## src/rtl/alpha_trim_mean.sv

```systemverilog
// Alpha-trimmed mean of one 5x5 window: walks the sorter's rank vector, accumulates
// the kept ranks serially, then divides by the constant kept count with rounding.
module alpha_trim_mean #(
   parameter int DN    = 25,
   parameter int DW    = 8,
   parameter int DWS   = $clog2(DN),
   parameter int TRIM  = 4,
   parameter int NKEEP = DN - 2*TRIM,
   parameter int SW    = DW + $clog2(DN)
) (
   input  logic              clk,
   input  logic              rst_n,
   input  logic              start,
   input  logic [DW*DN-1:0]  data_in,
   input  logic              seq_valid,
   input  logic [DWS*DN-1:0] seq_in,
   output logic [DW-1:0]     mean_out,
   output logic              mean_valid,
   output logic              busy,
   output logic              overrun
);
   // state | meaning
   // IDLE  | waiting for start; window buffer free
   // WAIT  | window captured, waiting for sorter finish pulse
   // LOAD  | capture rank vector, point at first kept slot
   // ACC   | add one kept sample per cycle
   // DIV   | restoring division by NKEEP, one quotient bit per cycle
   // DONE  | result presented for one cycle
   typedef enum logic [2:0] {IDLE, WAIT, LOAD, ACC, DIV, DONE} state_t;

   localparam int CW = $clog2(SW);
   localparam logic [DWS-1:0] K_FIRST = DWS'(TRIM);
   localparam logic [DWS-1:0] K_LAST  = DWS'(DN - 1 - TRIM);
   localparam logic [SW:0]    DIVISOR = (SW+1)'(NKEEP);
   localparam logic [SW-1:0]  HALF    = SW'(NKEEP / 2);
   localparam logic [CW-1:0]  C_LAST  = CW'(SW - 1);

   state_t         state;
   logic [DW-1:0]  smp   [DN];
   logic [DWS-1:0] seq_q [DN];
   logic [DWS-1:0] k;
   logic [CW-1:0]  cnt;
   logic [SW-1:0]  sum;
   logic [SW-1:0]  quo;
   logic [SW-1:0]  rem;

   logic [DWS-1:0] sel;
   logic [DW-1:0]  addend;
   logic [SW-1:0]  sum_next;
   logic [SW:0]    trial;
   logic [SW:0]    diff;
   logic [SW-1:0]  quo_next;
   logic [SW-1:0]  rem_next;

   always_comb begin
      sel      = seq_q[k];
      addend   = (int'(sel) < DN) ? smp[sel] : '0;
      sum_next = sum + SW'(addend);
      // remainder never reaches NKEEP, so a borrow-out is the restore decision
      trial    = {rem, quo[SW-1]};
      diff     = trial - DIVISOR;
      if (!diff[SW]) begin
         rem_next = diff[SW-1:0];
         quo_next = {quo[SW-2:0], 1'b1};
      end else begin
         rem_next = trial[SW-1:0];
         quo_next = {quo[SW-2:0], 1'b0};
      end
   end

   always_ff @(posedge clk or negedge rst_n) begin
      if (!rst_n) begin
         state      <= IDLE;
         mean_out   <= '0;
         mean_valid <= 1'b0;
         busy       <= 1'b0;
         overrun    <= 1'b0;
         k          <= '0;
         cnt        <= '0;
         sum        <= '0;
         quo        <= '0;
         rem        <= '0;
         for (int i = 0; i < DN; i++) begin
            smp[i]   <= '0;
            seq_q[i] <= '0;
         end
      end else begin
         mean_valid <= 1'b0;
         overrun    <= start && (state != IDLE);
         case (state)
            IDLE: if (start) begin
               for (int i = 0; i < DN; i++) smp[i] <= data_in[i*DW +: DW];
               sum   <= '0;
               busy  <= 1'b1;
               state <= WAIT;
            end
            WAIT: if (seq_valid) state <= LOAD;
            LOAD: begin
               for (int i = 0; i < DN; i++) seq_q[i] <= seq_in[i*DWS +: DWS];
               k     <= K_FIRST;
               state <= ACC;
            end
            ACC: begin
               sum <= sum_next;
               k   <= k + 1'b1;
               if (k == K_LAST) begin
                  quo   <= sum_next + HALF;
                  rem   <= '0;
                  cnt   <= '0;
                  state <= DIV;
               end
            end
            DIV: begin
               quo <= quo_next;
               rem <= rem_next;
               cnt <= cnt + 1'b1;
               if (cnt == C_LAST) begin
                  mean_out   <= quo_next[DW-1:0];
                  mean_valid <= 1'b1;
                  state      <= DONE;
               end
            end
            DONE: begin
               busy  <= 1'b0;
               state <= IDLE;
            end
            default: begin
               busy  <= 1'b0;
               state <= IDLE;
            end
         endcase
      end
   end
endmodule
```

## config.mk

```make
export PLATFORM = sky130hd
export DESIGN_NAME = alpha_trim_mean
export DESIGN_NICKNAME = d
export VERILOG_FILES = /design/src/rtl/alpha_trim_mean.sv
export SDC_FILE = /design/constraint.sdc
export NUM_CORES = 1
export LEC_CHECK = 0
export CAP_MARGIN = 40
export CORE_UTILIZATION = 53
export CTS_BUF_LIST = sky130_fd_sc_hd__clkbuf_4 sky130_fd_sc_hd__clkbuf_8 sky130_fd_sc_hd__clkbuf_16
export CTS_CLUSTER_SIZE = 28
export DETAILED_ROUTE_END_ITERATION = 10
export HOLD_SLACK_MARGIN = 0.03
export PLACE_DENSITY = 0.87
export SLEW_MARGIN = 20
export SYNTH_ARGS = -nofsm -noshare
export SYNTH_HDL_FRONTEND = slang
export SYNTH_SLANG_ARGS = --single-unit
```

## constraint.sdc

```tcl
create_clock -name clk -period 6.4 [get_ports clk]
set_input_delay 0.64 -clock clk [delete_from_list [all_inputs] [get_ports clk]]
set_output_delay 0.64 -clock clk [all_outputs]
set_load 0.01 [all_outputs]
```

==> results_dict.tcl <==
set metrics [dict create \
    status "complete, no violations" \
    timing.final.ws_setup_ns 0.373 \
    synth_ff_type "dfrtp_1" \
    antenna_found_initial 5 \
    synthArstFlopShare 1.00 \
    wl_per_cell_microns 20.1 \
    worst_pin_slew_ns 0.960 \
    hpwl_microns 37800 \
    dp.cells 2554 \
    grt_pass1_vias 15300 \
    internal-power_w 0.00835 \
    synth_area_sq_um 18500 \
    p_comb_frac 0.527 \
    grt_pass1_wl_microns 83100 \
    whs_ns 0.0369 \
    first_iter_violations 1122 \
    avgSynthCellArea_sq_um 10.0 \
    dieHeight_microns 189 \
    relSlewSlack 0.360 \
    synthesis.nets 2189 \
    root_buffer "clkbuf_16" \
    die_x_microns 189 \
    routed_wl_microns 52800 \
    cp.required_ns 6.88 \
    drive_above_1_share 0.140 \
    clk_path_buf_depth 3 \
    io_pins 340 \
    layout_commonest_cell "nand2_1" \
    finalPower_w 0.0145 \
    finalSetupViolCount 0 \
    grt_util_all_layers 0.298 \
    vias 15000 \
    yosys-top-cells-area "dfrtp_1 (52%), nand2_1 (13%), mux2_2 (9.6%)" \
    ctsHoldBuffers 0 \
    start_util 0.537 \
    crit_arrival_ns 6.51 \
    vias_per_cell 5.70 \
    synth_warnings 0 \
    cellPowerDensity_nw_per_um2 609 \
    startpoint_type "flip-flop" \
    crit_start "k[1]" \
    grt_max_degree 179 \
    ys_seq_area_frac 0.524 \
    netlist_instances 1845 \
    synth_cell_type_count 68 \
    core_sq_um 34500 \
    area_growth_pct 28.3 \
    clock_power_share 0.169 \
    cp_max_fo 21 \
    seqPwrFrac 0.304 \
    place_ws_ns 0.467 \
    synth_seq_cells 387 \
    ctsHtreeMaxLevel 2 \
    ir_worst_vdd_uv 332 \
    fmax_ghz 0.166 \
    critPathCaptureType "flip-flop" \
    clk_latency_ns 0.55 \
    firstDrtPassIters 5 \
    layout_common_cells "nand2_1 (657), dfrtp_1 (385), clkdlybuf4s50_1 (338)" \
    leakage_nw 11.0 \
    synth_edf_count 0 \
    final_cell_count_no_fill 2635 \
    clk_pin_slew_ns 0.06 \
    overflow 0 \
    setup_tns_ns 0 \
    synth.top_cell.area_share 0.524 \
    synth_top_cell_by_area "dfrtp_1" \
    rsz0062_at_grt "false" \
    finalCritPeriodShare 0.942 \
    drv_slew 0 \
    post-cts-setup-buffers 0 \
    r2r-start "k[1]" \
    hold_viol_final 0 \
    core.rowCount 68 \
    die_area_sq_um 35700 \
    postCtsResizedCells 0 \
    netSwitchingFraction 0.423 \
    hp-class "primary input to asynchronous set/reset pin" \
    drtAntennaViolNets 0 \
    switching_power_w 0.00611 \
    clock_sinks 387 \
    final.setup_skew_ns 0.0131 \
    layout.nets 2488 \
    portBuffers 339 \
    maxCapViolCount 0 \
    place.gp.congestion 0.917 \
    period_minus_slack_ns 6.03 \
    critPathKind "flip-flop to flip-flop" \
    numCtsBuffers 41 \
    drc 0 \
    cts_tree "built" \
]
worst paths after layout:
check	end	slack, ns	depth (start not counted)
worst max-delay path	quo[10]	0.37	21
worst min-delay path	smp[169]	0.04	1
worst max register to register	quo[10]	0.37	21
worst min register to register	smp[88]	0.47	2
max in group asynchronous	overrun	5.02	2
min in group clk	smp[88]	0.47	2
synthesized netlist by cell type, types with 3 or more instances:
master and count:
o31a_1 4, nor3_1 16, nor2_1 51, buf_1 5
xor2_1 10, mux4_2 23, clkbuf_1 78, xnor2_1 15
a311o_1 3, nor2b_1 9, nand3b_1 4, nand2_1 658
or2_2 4, a21oi_1 37, nor4_1 7, ha_1 14
and2_1 6, o22ai_1 16, o221ai_1 4, buf_4 6
nand3_1 39, nand4_1 9, a21o_1 5, o21ai_0 52
a22oi_1 12, buf_2 18, and3_1 7, dfrtp_1 387
buf_6 4, nor3b_1 6, mux2_2 158, inv_1 19
mux2i_1 93, a211oi_1 17
registers in the layout (all words and copies together) (netlist names):
name        flops
busy            1
cnt             4
k               5
mean_out        8
mean_valid      1
overrun         1
quo            13
rem            13
seq_q         125
smp           200
state           3
sum            13
critical path, cell delays in order (launching register included):
cell and delay [ns]:
dfrtp_1 0.72, buf_4 0.29, mux4_2 0.33, a22o_1 0.28, o21ai_4 0.59, nor2_1 0.26
a22oi_1 0.25, nor2_1 0.06, nor4_1 0.32, nor4_1 0.13, ha_1 0.23, fa_1 0.41
a21o_1 0.19, a21oi_1 0.25, o21ai_0 0.15, a211oi_1 0.21, buf_4 0.17, nor2_1 0.05
xor2_1 0.39, a41oi_1 0.18, a311o_1 0.36, nand3_1 0.09
power groups by stage:
stage                     clock [W]  sequential (W)  combinational [W]
after floorplan                   0         0.00403            0.00559
after global placement            0         0.00434            0.00730
after detailed placement          0         0.00438            0.00751
after CTS                   0.00246         0.00437            0.00758
after global routing        0.00257         0.00450            0.00829
final                       0.00244         0.00440            0.00762
routing by layer:
| layer | part of all wire | GRT usage | up-vias |
|---|---|---|---|
| met5 | 0 | 0 | - |
| met4 | 0.042 | 0.126 | 0 |
| met3 | 0.062 | 0.0525 | 144 |
| met2 | 0.49 | 0.497 | 597 |
| met1 | 0.40 | 0.384 | 7416 |
| li1 | - | - | 6851 |
final cells by class:
cell class | instances | area [sq um]
fillers | 2436 | 10700
repair buffers | 370 | 3760
clock buffers | 58 | 1230
flip-flops and latches | 387 | 9690
multi-input cells | 1324 | 8240
diodes | 4 | 10.0
well taps | 455 | 569
inverters | 20 | 75.1
clock inverters | 17 | 170
cell families (layout without fill, tap and decap cells):
logic type               count (synthesis)  in the layout  share of synthesized area
AND/OR/NAND/NOR                        828            828                      0.183
flip-flops                             387            387                      0.524
multiplexers                           274            274                      0.175
AO/OA/AOI/OAI                          182            182                     0.0639
buffers and inverters                  134            465                     0.0328
XOR/XNOR                                25             25                     0.0118
adder cells (fa/ha/maj)                 15             15                     0.0106
other                                    0              4                          0
through the flow:
stage / instance area, sq um / util
after global routing: 23700 / 0.689
after detailed placement: 22300 / 0.647
final: 23700 / 0.689
after CTS: 23700 / 0.688
after floorplan: 18500 / -
after global placement: 22200 / 0.645
(Power assumes the default switching activity.)
